$ cat src/rtl/fft_bsram_loader_if.sv
// Sample stream interface feeding fft_bsram_loader.
//   in_valid  source -> loader  sample valid
//   in_ready  loader -> source  loader accepts the sample this cycle
//   in_data   source -> loader  sample {re[31:16], im[15:0]}
//   in_last   source -> loader  final sample of the frame
// Modports: master = sample source, slave = loader.
interface fft_bsram_loader_if #(
  parameter int unsigned DW = 32
);
  logic          in_valid;
  logic          in_ready;
  logic [DW-1:0] in_data;
  logic          in_last;

  modport master (
    output in_valid,
    output in_data,
    output in_last,
    input  in_ready
  );

  modport slave (
    input  in_valid,
    input  in_data,
    input  in_last,
    output in_ready
  );
endinterface

$ cat src/rtl/fft_bsram_loader.sv
// Writer side of the fft0/fft1 BSRAM pair used by fft1024. Accepts a frame of complex
// samples, zero-pads a short frame up to N samples, fills both single-port RAMs (each
// holds N/2 words), then hands them to fft1024 by raising sel and pulsing fft_start.
// A finish from fft1024 returns the RAMs to the loader and pulses done.
//
// Ports:
//   clk, rst_n             clock, asynchronous active-low reset
//   arm                    1-cycle pulse, starts a new load when idle
//   src (slave modport)    sample stream: in_valid/in_ready/in_data/in_last
//   ce0/oce0/wre0/ad0/din0 fft0 BSRAM write port (loader side of the mux)
//   ce1/oce1/wre1/ad1/din1 fft1 BSRAM write port (loader side of the mux)
//   sel                    0 = loader owns the RAMs, 1 = fft1024 owns them
//   fft_start              1-cycle start pulse to fft1024
//   fft_finish             completion from fft1024
//   done                   1-cycle pulse after fft1024 finishes
//   busy                   high in every state except idle
//
// Build option: define FFT_LOADER_BITREV_EN to bit-reverse the write index (data and
// padding) for an in-place DIT fft1024 that expects bit-reversed input.
// N must be a power of two so the sample counter wraps to 0 on entering start.
module fft_bsram_loader #(
  parameter int unsigned N  = 1024,
  parameter int unsigned AW = 11,
  parameter int unsigned DW = 32
) (
  input  logic                clk,
  input  logic                rst_n,
  input  logic                arm,
  fft_bsram_loader_if.slave   src,
  output logic                ce0,
  output logic                oce0,
  output logic                wre0,
  output logic [AW-1:0]       ad0,
  output logic [DW-1:0]       din0,
  output logic                ce1,
  output logic                oce1,
  output logic                wre1,
  output logic [AW-1:0]       ad1,
  output logic [DW-1:0]       din1,
  output logic                sel,
  output logic                fft_start,
  input  logic                fft_finish,
  output logic                done,
  output logic                busy
);

  localparam int unsigned KW = $clog2(N);

  typedef enum logic [2:0] {
    StIdle,
    StLoad,
    StPad,
    StStart,
    StRun
  } state_e;

  state_e        state_q, state_d;
  logic [KW-1:0] cnt_q, cnt_d;
  logic          sel_q, sel_d;
  logic          start_q, start_d;
  logic          done_q, done_d;

  logic          accept;
  logic          last_idx;
  logic          wr_en;
  logic [DW-1:0] wr_data;
  logic [KW-1:0] wr_idx;
  logic          wr_bank;
  logic [AW-1:0] wr_addr;

  assign src.in_ready = (state_q == StLoad);
  assign accept       = src.in_valid && (state_q == StLoad);
  assign last_idx     = (cnt_q == KW'(N - 1));

  assign busy      = (state_q != StIdle);
  assign sel       = sel_q;
  assign fft_start = start_q;
  assign done      = done_q;

`ifdef FFT_LOADER_BITREV_EN
  always_comb begin
    wr_idx = '0;
    for (int i = 0; i < KW; i++) begin
      wr_idx[i] = cnt_q[KW-1-i];
    end
  end
`else
  assign wr_idx = cnt_q;
`endif

  // Top index bit picks the bank; the rest is the word address within it.
  assign wr_bank = wr_idx[KW-1];
  assign wr_addr = AW'(wr_idx[KW-2:0]);

  always_comb begin
    state_d = state_q;
    cnt_d   = cnt_q;
    sel_d   = sel_q;
    start_d = 1'b0;
    done_d  = 1'b0;
    wr_en   = 1'b0;
    wr_data = '0;
    unique case (state_q)
      StIdle: begin
        if (arm) state_d = StLoad;
      end
      StLoad: begin
        if (accept) begin
          wr_en   = 1'b1;
          wr_data = src.in_data;
          cnt_d   = cnt_q + KW'(1);
          // A full frame ends the load regardless of in_last.
          if (last_idx) begin
            state_d = StStart;
          end else if (src.in_last) begin
            state_d = StPad;
          end
        end
      end
      StPad: begin
        wr_en = 1'b1;
        cnt_d = cnt_q + KW'(1);
        if (last_idx) state_d = StStart;
      end
      StStart: begin
        // The final write strobe is on the RAM pins during this cycle; the
        // handover becomes visible on the next one.
        sel_d   = 1'b1;
        start_d = 1'b1;
        state_d = StRun;
      end
      StRun: begin
        if (fft_finish) begin
          sel_d   = 1'b0;
          done_d  = 1'b1;
          state_d = StIdle;
        end
      end
      default: begin
        state_d = StIdle;
      end
    endcase
  end

  always_ff @(posedge clk or negedge rst_n) begin
    if (!rst_n) begin
      state_q <= StIdle;
      cnt_q   <= '0;
      sel_q   <= 1'b0;
      start_q <= 1'b0;
      done_q  <= 1'b0;
    end else begin
      state_q <= state_d;
      cnt_q   <= cnt_d;
      sel_q   <= sel_d;
      start_q <= start_d;
      done_q  <= done_d;
    end
  end

  // Registered RAM write port: strobes last exactly one cycle per write and only on
  // the selected bank. Address/data of an idle bank simply hold.
  always_ff @(posedge clk or negedge rst_n) begin
    if (!rst_n) begin
      ce0  <= 1'b0;
      oce0 <= 1'b0;
      wre0 <= 1'b0;
      ad0  <= '0;
      din0 <= '0;
      ce1  <= 1'b0;
      oce1 <= 1'b0;
      wre1 <= 1'b0;
      ad1  <= '0;
      din1 <= '0;
    end else begin
      ce0  <= 1'b0;
      oce0 <= 1'b0;
      wre0 <= 1'b0;
      ce1  <= 1'b0;
      oce1 <= 1'b0;
      wre1 <= 1'b0;
      if (wr_en) begin
        if (!wr_bank) begin
          ce0  <= 1'b1;
          oce0 <= 1'b1;
          wre0 <= 1'b1;
          ad0  <= wr_addr;
          din0 <= wr_data;
        end else begin
          ce1  <= 1'b1;
          oce1 <= 1'b1;
          wre1 <= 1'b1;
          ad1  <= wr_addr;
          din1 <= wr_data;
        end
      end
    end
  end

endmodule

$ cat src/flat_wrapper.sv
// flat-port wrapper written by rule: the top's interface ports become plain ports
module fft_bsram_loader_flat 
#(
  parameter int unsigned N  = 1024,
  parameter int unsigned AW = 11,
  parameter int unsigned DW = 32
)
  (clk, rst_n, arm, ce0, oce0, wre0, ad0, din0, ce1, oce1, wre1, ad1, din1, sel, fft_start, fft_finish, done, busy, src_in_valid, src_in_data, src_in_last, src_in_ready);
  fft_bsram_loader_if #(.DW(DW)) src_i ();
  input  logic clk;
  input  logic rst_n;
  input  logic arm;
  output logic ce0;
  output logic oce0;
  output logic wre0;
  output logic [AW-1:0] ad0;
  output logic [DW-1:0] din0;
  output logic ce1;
  output logic oce1;
  output logic wre1;
  output logic [AW-1:0] ad1;
  output logic [DW-1:0] din1;
  output logic sel;
  output logic fft_start;
  input  logic fft_finish;
  output logic done;
  output logic busy;
  input wire logic [$bits(src_i.in_valid)-1:0] src_in_valid;
  input wire logic [$bits(src_i.in_data)-1:0] src_in_data;
  input wire logic [$bits(src_i.in_last)-1:0] src_in_last;
  output wire logic [$bits(src_i.in_ready)-1:0] src_in_ready;
  assign src_i.in_valid = src_in_valid;
  assign src_i.in_data = src_in_data;
  assign src_i.in_last = src_in_last;
  assign src_in_ready = src_i.in_ready;
  fft_bsram_loader #(.N(N), .AW(AW), .DW(DW)) u_core (.clk(clk), .rst_n(rst_n), .arm(arm), .src(src_i), .ce0(ce0), .oce0(oce0), .wre0(wre0), .ad0(ad0), .din0(din0), .ce1(ce1), .oce1(oce1), .wre1(wre1), .ad1(ad1), .din1(din1), .sel(sel), .fft_start(fft_start), .fft_finish(fft_finish), .done(done), .busy(busy));
endmodule
$ cat config.mk
export PLATFORM = sky130hd
export DESIGN_NAME = fft_bsram_loader_flat
export DESIGN_NICKNAME = d
export VERILOG_FILES = /design/src/rtl/fft_bsram_loader_if.sv /design/src/rtl/fft_bsram_loader.sv /design/src/flat_wrapper.sv
export SDC_FILE = /design/constraint.sdc
export NUM_CORES = 1
export LEC_CHECK = 0
export CAP_MARGIN = 15
export CELL_PAD_IN_SITES_DETAIL_PLACEMENT = 2
export CELL_PAD_IN_SITES_GLOBAL_PLACEMENT = 2
export CORE_ASPECT_RATIO = 0.75
export CORE_MARGIN = 2
export CORE_UTILIZATION = 32
export CTS_BUF_LIST = sky130_fd_sc_hd__clkbuf_2 sky130_fd_sc_hd__clkbuf_4 sky130_fd_sc_hd__clkbuf_8
export CTS_CLUSTER_DIAMETER = 120
export DETAILED_ROUTE_END_ITERATION = 12
export PLACE_DENSITY_LB_ADDON = 0.1
export SLEW_MARGIN = 20
export SYNTH_ARGS = -nofsm -noshare
export SYNTH_HDL_FRONTEND = slang
export SYNTH_SLANG_ARGS = --single-unit
$ cat constraint.sdc
create_clock -name clk -period 2.7 [get_ports clk]
set_input_delay 0.81 -clock clk [delete_from_list [all_inputs] [get_ports clk]]
set_output_delay 0.81 -clock clk [all_outputs]
set_load 0.05 [all_outputs]
=== Word level (Yosys, flattened, before mapping) ===
Index checks and enable logic that the tools add are counted.
W data, S select, Z words.

* Add/subtract/negate cells: 1
* Equality and inequality tests: 10
* Mux-type cells: 22
* Bitwise operators: 1
* Reduce and logical (&&, ||, !) cells: 10

{| class="wikitable"
|+ Operators by type and width
! operator !! number
|-
| $mux W32 || 2
|-
| $pmux W10 S2 || 1
|-
| $mux W3 || 6
|-
| $pmux W3 S5 || 1
|-
| $add A10 B1 Y10 const B || 1
|-
| $eq A10 B10 Y1 const B || 1
|-
| $mux W10 || 1
|-
| $mux W1 || 9
|-
| $reduce_and A2 Y1 || 4
|-
| $eq A3 B2 Y1 const B || 2
|-
| $reduce_and A5 Y1 || 1
|-
| $ne A2 B1 Y1 const B || 2
|-
| $ne A2 B2 Y1 const B || 2
|-
| $pmux W1 S2 || 2
|-
| $reduce_bool A2 Y1 || 2
|-
| $eq A3 B1 Y1 const B || 1
|-
| $eq A3 B3 Y1 const B || 1
|-
| $logic_not A3 Y1 || 1
|-
| $ne A3 B2 Y1 const B || 1
|-
| $reduce_bool A3 Y1 || 1
|-
| $logic_and A1 B1 Y1 || 1
|-
| $not A1 Y1 || 1
|}

* Flip-flop bits (word level): 100
* Logic and storage cells: 55

=== Depth between registers and ports, before layout ===
Gate-level depths: netlist (run 1).

* Word-level depth: 5
* Mapped depth: 5
* Depth with buffers taken out: 5

=== Worst setup path before layout (run 1) ===
No wires, ideal clock.

* Path kind: register -> output
* From: reg u_core.state_q[0]
* To: out src_in_ready
* Arrival: 1,357 ps
* Slack: 533 ps
* Cell stages (with the launch flop): 3
* Path through: dfrtp_1 -> or2b_1 -> nor2_1

* Longest elaborated chain between the ends: 1

{| class="wikitable"
|+ RTL lines
! what !! line !! text
|-
| from (decl) || fft_bsram_loader.sv:57 || <nowiki>state_e state_q, state_d;</nowiki>
|-
| from (signal assigned) || fft_bsram_loader.sv:147 || <nowiki>state_q <= StIdle;</nowiki>
|-
| from (signal assigned) || fft_bsram_loader.sv:153 || <nowiki>state_q <= state_d;</nowiki>
|-
| $eq A3 B1 Y1 || fft_bsram_loader.sv:71 || <nowiki>assign src.in_ready = (state_q == StLoad);</nowiki>
|-
| to (decl) || flat_wrapper.sv:31 || <nowiki>output wire logic [$bits(src_i.in_ready)-1:0] src_in_ready;</nowiki>
|}

No other way between the ends.

=== Worst setup path in the final report (run 1) ===
* From: reg u_core.state_q[0]
* To: out busy

* Longest elaborated chain between the ends: 1

{| class="wikitable"
|+ RTL lines
! what !! line !! text
|-
| $reduce_bool A3 Y1 || fft_bsram_loader.sv:75 || <nowiki>assign busy = (state_q != StIdle);</nowiki>
|-
| to (decl) || flat_wrapper.sv:27 || <nowiki>output logic busy;</nowiki>
|}

No other way between the ends.

==> results of run 1 <==
[cells in the mapped netlist (2+ instances only)]
cell / n
nand3_1: 2
buf_2: 6
mux2_1: 14
nor2_1: 7
buf_6: 3
buf_4: 8
o21ai_0: 2
nor3_1: 4
a22o_1: 64
nand4_1: 2
mux2_2: 4
xor2_1: 5
nor4_1: 4
nand2_2: 2
clkbuf_1: 6
nand2_1: 10
inv_1: 6
xnor2_1: 4
dfrtp_1: 100
[worst max path at each step]
stage,start,to,slack (ps)
6_report,u_core.state_q[0],busy,240
5_1_grt,u_core.state_q[0],busy,140
4_1_cts,u_core.state_q[0],busy,210
3_5_place_dp,src_in_valid,u_core.ad0[7],200
3_3_place_gp,src_in_valid,u_core.ad0[6],260
2_1_floorplan,u_core.state_q[0],src_in_ready,530
[layer usage]
metal | wire, µm | global-route usage | vias up
met5 | 0 | 0 | -
met4 | 100 | 0.0397 | 0
met3 | 536 | 0.0466 | 12
met2 | 4830 | 0.269 | 79
met1 | 5070 | 0.252 | 1448
li1 | - | - | 1220
[layout by cell type, fill, tap and decap left out, types with 3 or more instances in the layout]
cell / synthesis / layout
nor4_1: 4 / 4
conb_1: 1 / 4
clkinvlp_4: 0 / 3
dfrtp_1: 100 / 100
mux2_2: 4 / 4
buf_12: 0 / 4
nand2_1: 10 / 10
nor2_1: 7 / 5
a22o_1: 64 / 64
buf_4: 8 / 9
inv_1: 6 / 6
clkbuf_8: 0 / 9
clkdlybuf4s50_1: 0 / 127
xnor2_1: 4 / 4
nor3_1: 4 / 4
xor2_1: 5 / 5
mux2_1: 14 / 14
[cell families after synthesis]
kind of cell / after synthesis / share of synthesized area
xor+xnor: 9 / 0.0208
mux: 19 / 0.0561
buf+inv: 29 / 0.0445
other cells: 1 / 0.000988
flops: 100 / 0.660
simple gates: 38 / 0.0577
fa+ha+maj: 1 / 0.00330
compound gates: 69 / 0.157
[registers in the layout (all words and copies together) (netlist names)]
signal / cells
u_core.state_q: 3
u_core.ce0: 1
u_core.done: 1
u_core.din0: 32
u_core.cnt_q: 10
u_core.ad0: 9
u_core.ad1: 9
u_core.din1: 32
u_core.fft_start: 1
u_core.sel: 1
u_core.oce1: 1
[worst max-delay path: cells and delay by family, from the launching register on]
| kind | cells | cell delay, ps |
|---|---|---|
| flops | 1 | 490 |
| buf+inv | 1 | 430 |
| simple gates | 1 | 380 |
[per-stage QoR]
step	std cells	util	cell area [µm²]	hold WS (ps)
6_report	564	0.472	5460	341
5_1_grt	564	0.472	5460	324
4_1_cts	564	0.472	5460	326
3_5_place_dp	549	0.458	5300	484
3_3_place_gp	549	0.458	5300	475
2_1_floorplan	269	-	3800	476
[layout make-up]
| class | count | area [µm²] |
|---|---|---|
| Clock buffer | 11 | 139 |
| Clock inverter | 4 | 27.5 |
| Fill cell | 1161 | 6110 |
| Inverter | 6 | 22.5 |
| Multi-Input combinational cell | 140 | 1140 |
| Sequential cell | 100 | 2500 |
| Tap cell | 162 | 203 |
| Timing Repair Buffer | 141 | 1430 |
==> qor.txt, run 1 <==
final setup fails = 0
initial cell density of the core = 0.328
total congestion overflow = 0
full die area = 12800 µm²
crit-path max cell delay = 490 ps
Layout Area Growth over Synthesis = 43.9%
fin crit period = 2460 ps
unique cell type count in the Yosys netlist = 32
top cells by area, synth = dfrtp_1, a22o_1, mux2_1, buf_4, mux2_2
RSZ-0062 raised after global routing = false
Critical Path RT = 1890 ps
nets = 437
Cells after Synth = 266
clk slew on worst S/H paths = 90 ps
Iteration-0 DRC Markers = 107
Inserted Diodes = 0
initial antenna violation count = 0
Hold WC Path Type = primary input to async pin
Routed Antenna Nets = 0
total CTS buffers = 9
DRC = 0
post-CTS setup buffers = 0
PortBufs = 130
number of max-cap violations = 0
crit start category = register
FF-to-FF path depth = 6
cells along the critical path = or3_1, dlygate4sd2_1
Synth Flop Type = dfrtp_1
Via density = 4.89
Vias = 2759
worst setup margin = 241 ps
clk sinks = 100
hold-fix buffers at CTS = 0
global-route wire length before repair = 17.3 mm
final RePlAce weighted congestion = 0.716
DP Worst Slack = 204 ps
status = finished, final reports clean
EDFF count, synth = 0
CP arrival = 1650 ps
number of global-route vias before repair = 3064
Post-Syn Area per Cell = 14.3 µm²
Synth Cell Area = 3790 µm²
flops & latches, synth = 100
TritonCTS clock tree = built
Die Wd = 130 µm
relative slew slack = 0.631
TritonRoute pass-1 iters = 4
area leader, netlist = dfrtp_1
worst reg2reg path endpoint = u_core.ad0[7]
post-synth top area share = 0.660
synthesis warning total = 0
gr usage total = 0.176
post-synthesis async set-or-reset flop share = 1.00
Avg WL per Cell = 18.7 µm
r2r setup slk = 930 ps
Setup TNS = 0 ps
sequential area share after synthesis = 0.660
CTS Buffer Depth = 2
share of cells above drive strength 1 = 0.0970
Core Rows = 34
clock skew = 11.6 ps
Tightest Pin Transition = 552 ps
CP Capture Type = primary output
final worst-path cycle share = 0.911
Slew Viols, Final = 0
largest net degree at the start of global routing = 53
largest fanout on the critical path = 7
DP HPWL = 7.38 mm
Crit Path Category = register to primary output
Die Ht = 98.3 µm
final WL = 10.5 mm
Final Hold Fails = 0
worst-skew pair later-pin latency = 350 ps
critical path's slowest cell = dfrtp_1
FMAX = 0.407 GHz
FF-to-FF Start = u_core.state_q[2]
Resize count post-CTS = 1
clk root buf = clkbuf_8
Core ar. = 11600 µm²
number of H-tree levels = 3
I/O pins = 135
Power of run 1 is not shown: default switching activity piles up to over one toggle a cycle in this logic, so the estimate is an artifact.
==> run 2: changes to the inputs <==
--- a/config.mk
+++ b/config.mk
@@ -5,6 +5,7 @@
 export SDC_FILE = /design/constraint.sdc
 export NUM_CORES = 1
 export LEC_CHECK = 0
+export ABC_AREA = 0
 export CAP_MARGIN = 15
 export CELL_PAD_IN_SITES_DETAIL_PLACEMENT = 2
 export CELL_PAD_IN_SITES_GLOBAL_PLACEMENT = 2
@@ -14,6 +15,7 @@
 export CTS_BUF_LIST = sky130_fd_sc_hd__clkbuf_2 sky130_fd_sc_hd__clkbuf_4 sky130_fd_sc_hd__clkbuf_8
 export CTS_CLUSTER_DIAMETER = 120
 export DETAILED_ROUTE_END_ITERATION = 12
+export GPL_ROUTABILITY_DRIVEN = 0
 export PLACE_DENSITY_LB_ADDON = 0.1
 export SLEW_MARGIN = 20
 export SYNTH_ARGS = -nofsm -noshare
==> constraint.sdc (replaced) <==
create_clock -name clk -period 2.9 [get_ports clk]
set_input_delay 0.87 -clock clk [delete_from_list [all_inputs] [get_ports clk]]
set_output_delay 0.87 -clock clk [all_outputs]
set_load 0.05 [all_outputs]
==> run 2 against run 1 <==
Compared with the run above:
- final cell count down 0.35%
- non-clock buffer count decreased by 3
- wire length is 2.4% higher
- sequential share of layout area fell by 0.22 points
- count of clock-buffer cells in the layout stayed put
- die area stayed put
- worst setup slack improved by 35 ps
- critical path depth increased by 1
- critical path type unchanged
- critical endpoint is now src_in_ready
==> qor.txt, run 2 (synthesized netlist as in run 1, its figures left out) <==
Avg WL per Cell = 19.2 µm (was 18.7 µm)
Buf+Inv Stages, Crit Path = 1 (unchanged)
full die area = 12800 µm² (unchanged)
RSZ-0062 raised after global routing = false (unchanged)
Die Ht = 98.3 µm (unchanged)
DRC = 0 (unchanged)
largest fanout on the critical path = 7 (unchanged)
Regs by FF count = u_core.din0 (32), u_core.din1 (32), u_core.cnt_q (10) (unchanged)
Hold WC Path Type = primary input to async pin (unchanged)
Final Hold Fails = 0 (unchanged)
clk slew on worst S/H paths = 90 ps (about the same)
total congestion overflow = 0 (unchanged)
TritonCTS clock tree = built (unchanged)
multi-input logic area = 1140 µm² (unchanged)
final worst-path cycle share = 0.905
Iteration-0 DRC Markers = 74 (was 107)
cells along the critical path = or2b_1, nor2_1, dlygate4sd2_1 (was or3_1, dlygate4sd2_1)
Routed Antenna Nets = 0 (unchanged)
Die Wd = 130 µm (unchanged)
TritonRoute pass-1 iters = 4 (unchanged)
number of max-cap violations = 0 (unchanged)
Core Util, Final = 0.474 (was 0.472)
DP HPWL = 7.42 mm (was 7.38 mm)
Resize count post-CTS = 1 (unchanged)
most common cell after layout, fill and taps aside = clkdlybuf4s50_1 (unchanged)
Fillers = 1156 (was 1161)
clock skew = 6.21 ps (was 11.6 ps)
crit start category = register (unchanged)
number of H-tree levels = 3 (unchanged)
critical path's slowest cell = dlygate4sd2_1 (was dfrtp_1)
CP delay by family, top = buffers and inverters (was flip-flops)
PortBufs = 130 (unchanged)
FF+latch area = 2500 µm² (unchanged)
Inserted Diodes = 0 (unchanged)
CP Capture Type = primary output (unchanged)
number of global-route vias before repair = 3065 (was 3064)
FF-to-FF path depth = 5 (was 6)
Core Rows = 34 (unchanged)
status = finished, final reports clean (unchanged)
Setup TNS = 0 ps (unchanged)
Vias = 2730 (was 2759)
relative slew slack = 0.630 (was 0.631)
FMAX = 0.381 GHz
I/O pins = 135 (unchanged)
Tightest Pin Transition = 553 ps (was 552 ps)
final setup fails = 0 (unchanged)
largest net degree at the start of global routing = 66 (was 53)
post-CTS setup buffers = 0 (unchanged)
CTS Buffer Depth = 2 (unchanged)
gr usage total = 0.176 (about the same)
Via density = 4.86 (was 4.89)
hold-fix buffers at CTS = 0 (unchanged)
Slew Viols, Final = 0 (unchanged)
total CTS buffers = 9 (unchanged)
initial cell density of the core = 0.328 (unchanged)
clk root buf = clkbuf_8 (unchanged)
Crit Path Category = register to primary output (unchanged)
clk sinks = 100 (unchanged)
global-route wire length before repair = 17.2 mm (was 17.3 mm)
share of cells above drive strength 1 = 0.0900 (was 0.0970)
CP arrival = 1750 ps (was 1650 ps)
initial antenna violation count = 0 (unchanged)
Layout Area Growth over Synthesis = 44.6% (was 43.9%)
crit-path max cell delay = 530 ps (was 490 ps)
critical path depth in cells = 3 (was 2)
most frequent cells in the layout = clkdlybuf4s50_1, dfrtp_1, a22o_1 (unchanged)
fin crit period = 2620 ps
final WL = 10.8 mm (was 10.5 mm)
worst-skew pair later-pin latency = 360 ps (was 350 ps)
Critical Path RT = 2030 ps (was 1890 ps)
nets = 434 (was 437)
Core ar. = 11600 µm² (unchanged)
[run 2: final timing paths]
check / from / to / slack (ps)
setup reg to reg: u_core.state_q[1] / u_core.ad0[6] / 1110
setup / recovery: u_core.state_q[0] / src_in_ready / 280
hold reg to reg: u_core.ad1[5] / u_core.ad1[5] / 500
min in group clk: u_core.ad1[5] / u_core.ad1[5] / 500
hold / removal: rst_n / u_core.ad0[2] / 460
max in group asynchronous: rst_n / u_core.din1[16] / 1730
[run 2: final cells by class]
cell class / instances / area share
sequential: 100 / 0.456
timing repair buffer: 138 / 0.252
multi-input combinational: 140 / 0.208
tap: 162 / 0.0369
clock buffer: 11 / 0.0276
clock inverter: 5 / 0.0153
inverter: 6 / 0.00410
[run 2: per-stage QoR]
step / worst slack [ps] / area (µm²) / cells / hold slack (ps)
floorplan: 673 / 3800 / 269 / 476
global placement: 381 / 5250 / 546 / 478
detailed placement: 307 / 5250 / 546 / 484
CTS: 36.7 / 5480 / 562 / 463
global route: 171 / 5490 / 562 / 464
finish: 276 / 5490 / 562 / 457
[run 2: layer usage]
| metal | up-vias | routed length, µm | global-route usage |
|---|---|---|---|
| met2 | 84 | 5070 | 0.281 |
| met4 | 0 | 78 | 0.0347 |
| met3 | 9 | 540 | 0.0449 |
| met5 | - | 0 | 0 |
| li1 | 1213 | - | - |
| met1 | 1424 | 5100 | 0.246 |
[run 2: worst register-to-register path, stage by stage, from the launching register on]
cell	delay, ps
dfrtp_1	520
nand4bb_4	240
o21ai_2	130
nand2_2	100
buf_4	310
mux2_1	380
Power of run 2 is left out for the same reason.
==> run 3: changes to the inputs <==
--- a/config.mk
+++ b/config.mk
@@ -17,6 +17,7 @@
 export DETAILED_ROUTE_END_ITERATION = 12
 export GPL_ROUTABILITY_DRIVEN = 0
 export PLACE_DENSITY_LB_ADDON = 0.1
+export REMOVE_ABC_BUFFERS = 1
 export SLEW_MARGIN = 20
 export SYNTH_ARGS = -nofsm -noshare
 export SYNTH_HDL_FRONTEND = slang
==> run 3 against run 2 <==
Compared with the run above:
- maximum frequency is essentially flat
- via count fell by 0.48%
- sequential cell count stayed put
- global-route usage hardly changed
- highest routed layer unchanged
==> qor.txt, run 3 (synthesized netlist as in run 1, its figures left out) <==
total CTS buffers = 9 (unchanged)
number of max-cap violations = 0 (unchanged)
clk slew on worst S/H paths = 100 ps (was 90 ps)
Final Hold Fails = 0 (unchanged)
CP Capture Type = primary output (unchanged)
CTS Buffer Depth = 2 (unchanged)
DP Area = 5240 µm² (was 5250 µm²)
critical path's slowest cell = dlygate4sd2_1 (unchanged)
clk sinks = 100 (unchanged)
I/O pins = 135 (unchanged)
CP arrival = 1750 ps (about the same)
final worst-path cycle share = 0.905 (about the same)
Critical Path RT = 2030 ps (about the same)
WL met3 = 753 µm (was 540 µm)
fin crit period = 2620 ps (about the same)
RSZ-0062 raised after global routing = false (unchanged)
cell area after layout = 5460 µm² (was 5490 µm²)
Iteration-0 DRC Markers = 126 (was 74)
worst-skew pair later-pin latency = 370 ps (was 360 ps)
clk root buf = clkbuf_8 (unchanged)
nets = 434 (unchanged)
DRC = 0 (unchanged)
number of global-route vias before repair = 2940 (was 3065)
post-CTS setup buffers = 0 (unchanged)
clock skew = 10.2 ps (was 6.21 ps)
PortBufs = 130 (unchanged)
Via density = 4.83 (was 4.86)
Die Wd = 130 µm (unchanged)
Min Hold Slack = 498 ps (was 457 ps)
Crit Path Category = register to primary output (unchanged)
largest net degree at the start of global routing = 101 (was 66)
hold-fix buffers at CTS = 0 (unchanged)
Core Rows = 34 (unchanged)
Buf+Inv Stages, Crit Path = 1 (unchanged)
share of cells above drive strength 1 = 0.0900 (unchanged)
initial cell density of the core = 0.328 (unchanged)
met2 wire length = 4.64 mm (was 5.07 mm)
Slew Viols, Final = 0 (unchanged)
Routed Antenna Nets = 0 (unchanged)
cells along the critical path = or2b_1, nor2_1, dlygate4sd2_1 (unchanged)
FF-to-FF path depth = 5 (unchanged)
CP delay by family, top = buffers and inverters (unchanged)
initial antenna violation count = 0 (unchanged)
number of H-tree levels = 3 (unchanged)
critical path depth in cells = 3 (unchanged)
largest fanout on the critical path = 7 (unchanged)
gr usage total = 0.176 (about the same)
worst min-delay path startpoint = u_core.ad0[1]
FF-to-FF Start = u_core.state_q[2] (was u_core.state_q[1])
highest routed layer = met4 (unchanged)
TritonCTS clock tree = built (unchanged)
Setup TNS = 0 ps (unchanged)
Resize count post-CTS = 1 (unchanged)
M1 wire length = 4.99 mm (was 5.10 mm)
relative slew slack = 0.620 (was 0.630)
Vias = 2717 (was 2730)
crit start category = register (unchanged)
Layout Area Growth over Synthesis = 44.0% (was 44.6%)
Worst Setup SP = u_core.state_q[0] (unchanged)
crit-path max cell delay = 530 ps (about the same)
full die area = 12800 µm² (unchanged)
hold depth = 1
Tightest Pin Transition = 568 ps (was 553 ps)
DP HPWL = 7.02 mm (was 7.42 mm)
final WL = 10.5 mm (was 10.8 mm)
final setup fails = 0 (unchanged)
status = finished, final reports clean (unchanged)
most frequent cells in the layout = clkdlybuf4s50_1, dfrtp_1, a22o_1 (unchanged)
Regs by FF count = u_core.din0 (32), u_core.din1 (32), u_core.cnt_q (10) (unchanged)
Core ar. = 11600 µm² (unchanged)
total congestion overflow = 0 (unchanged)
FMAX = 0.381 GHz (about the same)
Hold WC Path Type = register to register (was primary input to async pin)
global-route wire length before repair = 17.0 mm (was 17.2 mm)
most common cell after layout, fill and taps aside = clkdlybuf4s50_1 (unchanged)
TritonRoute pass-1 iters = 4 (unchanged)
Avg WL per Cell = 18.7 µm (was 19.2 µm)
Inserted Diodes = 0 (unchanged)
Die Ht = 98.3 µm (unchanged)
-- run 3: cell count changes in the layout (fill, tap and decap cells not counted), sizes merged --
| cell | before | now |
|---|---|---|
| clkinvlp | 2 | 1 |
| clkbuf | 11 | 12 |
-- run 3: routing by layer --
metal  up-vias  track usage
met5         -            0
met4         0       0.0546
met3        10       0.0548
met2        98        0.253
met1      1400        0.255
li1       1209            -
-- run 3: through the flow --
stage | std cells | setup WS (ps) | util
after CTS | 562 | 38.9 | 0.472
after floorplan | 246 | 566 | -
after global routing | 562 | 172 | 0.472
after global placement | 546 | 324 | 0.453
after detailed placement | 546 | 289 | 0.453
final | 562 | 276 | 0.472
-- run 3: final cells by class --
cell class                      count  area (µm²)
Inverter                            6        22.5
Clock buffer                       12         153
Timing Repair Buffer              138        1370
Sequential cell                   100        2500
Clock inverter                      4        72.6
Multi-Input combinational cell    140        1140
Fill cell                        1151        6110
Tap cell                          162         203
-- run 3: path summary, 6_finish.rpt --
check	to	slack, ps
worst max-delay path	src_in_ready	280
worst min-delay path	u_core.ad0[1]	500
worst max register to register	u_core.ad1[4]	1070
worst min register to register	u_core.ad0[1]	500
max in group asynchronous	u_core.din0[14]	1950
min in group asynchronous	u_core.done	550
-- run 3: worst register-to-register path: stages (launching register included) --
cell	delay, ps
dfrtp_1	510
nand4bb_4	250
o21ai_2	130
nand2_2	110
buf_4	360
mux2_1	360
Power of run 3 is left out for the same reason.
==> RTL change 1 (settings of run 3) <==
`AW` is set to 11 in 2 places; all go to 12.
--- a/src/rtl/fft_bsram_loader.sv
+++ b/src/rtl/fft_bsram_loader.sv
@@ -21,5 +21,5 @@
 module fft_bsram_loader #(
   parameter int unsigned N  = 1024,
-  parameter int unsigned AW = 11,
+  parameter int unsigned AW = 12,
   parameter int unsigned DW = 32
 ) (
--- a/src/flat_wrapper.sv
+++ b/src/flat_wrapper.sv
@@ -3,5 +3,5 @@
 #(
   parameter int unsigned N  = 1024,
-  parameter int unsigned AW = 11,
+  parameter int unsigned AW = 12,
   parameter int unsigned DW = 32
 )
Ports: changed (resized ad0 and ad1); port bits go from 135 to 137. No check against the original RTL was run, so the function may have changed too.
==> RTL change 1 against run 3 <==
  * Sequential cell count is the same
  * Highest routed layer unchanged
  * Cell area fell by 0.60%
  * Setup slack lost 0.20 ns
  * First-iteration DRC count decreased by 48%
  * Global-route usage is 0.20 points lower
  * Synthesized area rose by 0.40%
  * Wire length up 0.67%
Power is left out: the tool's default activity adds up to more than one toggle a clock period on the data nets, which glitch-free logic cannot reach.
==> RTL change 1: results (changes against run 3) <==
YS warnings=0 (unchanged); top post-synthesis cells by area=dfrtp_1 (66%), a22o_1 (15%), mux2_1 (4.1%), buf_4 (2.0%), mux2_2 (1.2%); crit path from=u_core.state_q[1]; per-cell routed wire length=18.8 um (+0.67%); worst-path maximum fanout=8 (+1); vias in the first global route=2,947 (+0.24%); post-synthesis mux area share=5.58% (-0.022 points); DRT Pass-1 Iters=4 (unchanged); initial antenna violation count=0 (unchanged); wl on met1=5130 um (+2.7%); Critical Path AT=1.95 ns (+0.20 ns); CTS max path bufs=2 (unchanged); Placed Cells=547 (+0.18%); Seq/Total Area, Yosys=65.7% (-0.26 points); post-synth cell types=32 (unchanged); Total Routing Usage GR=17.4% (-0.20 points); vias=2,731 (+0.52%); met2 WL=4680 um (+1.1%); largest net degree at the start of global routing=101 (unchanged); global-route wire length before repair=16,900 um (-0.41%); top sig layer=met4; antenna cells=0 (unchanged); async set-reset flop share out of synthesis=100% (unchanged); CTS Buf Count=9 (unchanged); Avg Cell Area, Syn=14.2 sq um (-0.35%); Synth Area in Adders=0.329% (-0.0013 points); clk slew on worst S/H paths=0.09 ns; met3 wire length=621 um (-18%); drt initial violations=65 (-48%); status=finished, final reports clean; Post-synth top cells=dfrtp_1 (100), a22o_1 (64), mux2_1 (14), buf_4 (10), nand2_1 (10); Synth Area in XOR/XNOR=2.07% (-0.0082 points); worst min-delay path startpoint=u_core.ad1[1]; Skew-Pair Late Insertion Delay=0.36 ns; post-layout util=46.8% (-0.45 points); pre-CTS WS=0.299 ns (+0.00957 ns); placed instance area=5240 sq um (unchanged); HP Class=reg -> reg; Total Routed Length=10,600 um (+0.67%); Buffers on Ports=130 (unchanged); filler cell count=1,138 (-1.1%); Nets=435 (+0.23%); H-tree depth=3 (unchanged); clk root buf=clkbuf_8; GRT overflow=0 (unchanged); Layout Skew=0.00539 ns (-0.00476 ns); Tightest Pin Transition=0.567 ns (-0.00155 ns); Compound-Gate Fraction of Synth Area=15.6% (-0.062 points); fraction of layout cells with a size suffix above 1=8.50% (-0.50 points); DPL Wire Length=7310 um (+4.0%)
==> RTL change 1: cell types whose count changed in the layout (fill, tap and decap cells not counted) <==
cell,delta
buf_4,-1
bufinv_16,-1
clkbuf_4,-1
clkdlybuf4s50_1,+1
clkinvlp_4,+1
conb_1,+2
dlymetal6s2s_1,-1
==> RTL change 1: routing by layer <==
| metal | up-vias | global-route usage (%) |
|---|---|---|
| met5 | - | 0 |
| met1 | 1412 | 25.1 |
| li1 | 1212 | - |
| met4 | 0 | 4.63 |
| met3 | 12 | 5.37 |
| met2 | 95 | 25.6 |
==> RTL change 1: timing repair <==
item	CTS	global route
setup buffers	0	0
setup endpoints to repair	1	0
gates resized for setup	1	0
==> RTL change 1: final timing paths <==
path | depth (start not counted) | to | slack [ns]
worst max register to register | 5 | u_core.ad0[4] | 1.08
worst min-delay path | 1 | u_core.ad1[1] | 0.50
worst min register to register | 1 | u_core.ad1[1] | 0.50
max in group asynchronous | 2 | u_core.ad0[2] | 1.92
worst max-delay path | 2 | busy | 0.08
min in group asynchronous | 2 | u_core.state_q[0] | 0.52
==> RTL change 1: logic make-up (layout without fill, tap and decap cells) <==
family	after synthesis	in the layout
simple gates	38	38
other cells	1	6
mux	19	19
xor+xnor	9	9
buf+inv	31	158
fa+ha+maj	1	1
flops	100	100
compound gates	69	69
==> RTL change 1: final cells by class <==
class / count / area share [%]
tap: 162 / 3.73
multi-input combinational: 142 / 21.1
timing repair buffer: 137 / 25.1
clock buffer: 11 / 2.67
sequential: 100 / 46.1
clock inverter: 4 / 0.921
inverter: 6 / 0.415
==> RTL change 1: critical path, cell delays in order (launching register included) <==
cell             delay [ns]
dfrtp_1                0.49
or3_1                  0.40
clkdlybuf4s50_1        0.70
==> RTL change 2 (settings of run 3) <==
Without the edit above. Encoding of `state_e`: now Gray code (3 bits for 5 states).
--- a/src/rtl/fft_bsram_loader.sv
+++ b/src/rtl/fft_bsram_loader.sv
@@ -48,9 +48,9 @@
 
   typedef enum logic [2:0] {
-    StIdle,
-    StLoad,
-    StPad,
-    StStart,
-    StRun
+    StIdle  = 3'b000,
+    StLoad  = 3'b001,
+    StPad   = 3'b011,
+    StStart = 3'b010,
+    StRun   = 3'b110
   } state_e;
 
Behaviour: no difference found for any inputs over 10 cycles, from zero or initial values and one cycle with rst_n low; not proved beyond that.
==> RTL change 2 against run 3 <==
  * Synthesized cell count up 4.9%
  * Setup slack worse by 0.15 ns
  * Wire length grew 5.9%
  * First-iteration DRC count rose by 26%
  * Synthesized area shrank 0.16%
  * Cell area is essentially flat
  * Sequential share of layout area barely moved
  * Sequential cell count stayed put
  * Hold slack lost 0.0084 ns
  * Cell count is 1.8% higher
==> RTL change 2: results (changes against run 3) <==
Synth Area in XOR/XNOR=2.08% (+0.0034 points); H-tree depth=3 (unchanged); initial antenna violation count=0 (unchanged); Nets=445 (+2.5%); vias=2,803 (+3.2%); Slowest-stage cell, CP=clkdlybuf4s50_1; post-synth cell types=35 (+9.4%); worst r2r src=u_core.state_q[1]; Worst R2R End=u_core.din1[14]; pre-CTS WS=0.126 ns (-0.163 ns); EDFF count, synth=0 (unchanged); CTS max path bufs=2 (unchanged); largest net degree at the start of global routing=54 (-47%); Total Routed Length=11,100 um (+5.9%); CTS Buf Count=9 (unchanged); Total Routing Usage GR=18.7% (+1.1 points); cells on worst reg2reg path=6 (+1); Compound-Gate Fraction of Synth Area=16.2% (+0.46 points); met2 Resource Use GR=27.7% (+2.4 points); worst-path maximum fanout=5 (-2); fraction of layout cells with a size suffix above 1=9.76% (+0.76 points); top post-synthesis cells by area=dfrtp_1 (66%), a22o_1 (15%), nand2_1 (3.5%), mux2_2 (3.0%), buf_4 (1.6%); Seq/Total Area, Yosys=66.1% (+0.11 points); CP max stage delay=0.71 ns (+0.18 ns); DPL Wire Length=7660 um (+9.1%); Placed Cells=557 (+2.0%); min cycle time layout=2.77 ns (+0.148 ns); R2R setup slack=0.88 ns (-0.19 ns); filler cell count=1,146 (-0.43%); Layout Skew=0.00773 ns (-0.00242 ns); Post-synth top cells=dfrtp_1 (100), a22o_1 (64), nand2_1 (35), mux2_2 (10), buf_2 (9); Synth Area in Adders=0.330% (+0.00054 points); drt initial violations=159 (+26%); vias per cell=4.90 (+1.4%); Critical Path AT=1.90 ns (+0.15 ns); hold depth=2 (+1); Largest regs=u_core.din0 x32, u_core.din1 x32, u_core.cnt_q x10; Hold Slack=0.490 ns (-0.00836 ns); post-synthesis mux area share=3.24% (-2.4 points); worst min-delay path startpoint=u_core.ad0[0]; clk slew on worst S/H paths=0.09 ns; DRT Pass-1 Iters=4 (unchanged); met3 Resource Use GR=5.10% (-0.38 points); Hold Crit Endpoint=u_core.ad0[0]; global-route wire length before repair=18,300 um (+7.6%); HP Class=reg -> reg; Tightest Pin Transition=0.647 ns (+0.0788 ns); worst vdd ir=0.000400 V; Skew-Pair Late Insertion Delay=0.36 ns; clk root buf=clkbuf_8; GRT met1 Usage=27.2% (+1.7 points); vias in the first global route=3,099 (+5.4%); leakage=around 2.5 nW; antenna cells=0 (unchanged); status=finished, final reports clean; YS warnings=0 (unchanged); Mapped Cells=279 (+4.9%); placed instance area=5260 sq um (+0.43%)
[RTL change 2: cell families (layout without fill, tap and decap cells)]
group / count (synthesis) / in the layout
flops: 100 / 100
compound gates: 72 / 72
simple gates: 56 / 56
buf+inv: 29 / 157
mux: 11 / 11
xor+xnor: 9 / 9
fa+ha+maj: 1 / 1
other cells: 1 / 4
[RTL change 2: how the worst max path moves through the flow]
stage	from	end	slack (ns)	depth (start not counted)
floorplan	src_in_valid	u_core.ad0[0]	0.23	5
global placement	src_in_valid	u_core.din1[14]	0.19	6
detailed placement	src_in_valid	u_core.din1[31]	0.13	6
CTS	u_core.state_q[2]	src_in_ready	0.03	3
global route	u_core.state_q[0]	busy	0.06	2
finish	u_core.state_q[0]	busy	0.13	2
[RTL change 2: what timing repair did]
item	in CTS	in global routing
hold buffers	0	0
setup buffers	0	0
gates resized for setup	0	1
endpoints found under the setup margin	0	1
[RTL change 2: worst min-delay path: cells and delay by family, from the launching register on]
family	cells	cell delay (ns)
flip-flops	1	0.35
AND/OR/NAND/NOR	2	0.10
[RTL change 2: metal layers]
layer,vias to the layer above,wire length [um],part of all wire [%]
li1,1235,-,-
met1,1469,5360,48
met2,89,5070,45
met3,10,588,5.3
met4,0,120,1.1
met5,-,0,0
[RTL change 2: layout make-up]
class | instances | area share (%)
well taps | 162 | 3.71
multi-input cells | 153 | 20.7
inverters | 4 | 0.275
repair buffers | 138 | 25.8
clock buffers | 12 | 2.91
flip-flops and latches | 100 | 45.8
clock inverters | 3 | 0.847
[RTL change 2: report_power, final]
| part | total (mW) | switching, mW | internal, mW |
|---|---|---|---|
| combinational | 2.55 | 1.67 | 0.878 |
| clock | 0.925 | 0.472 | 0.453 |
| sequential | 2.00 | 0.279 | 1.72 |
| total | 5.47 | 2.42 | 3.05 |
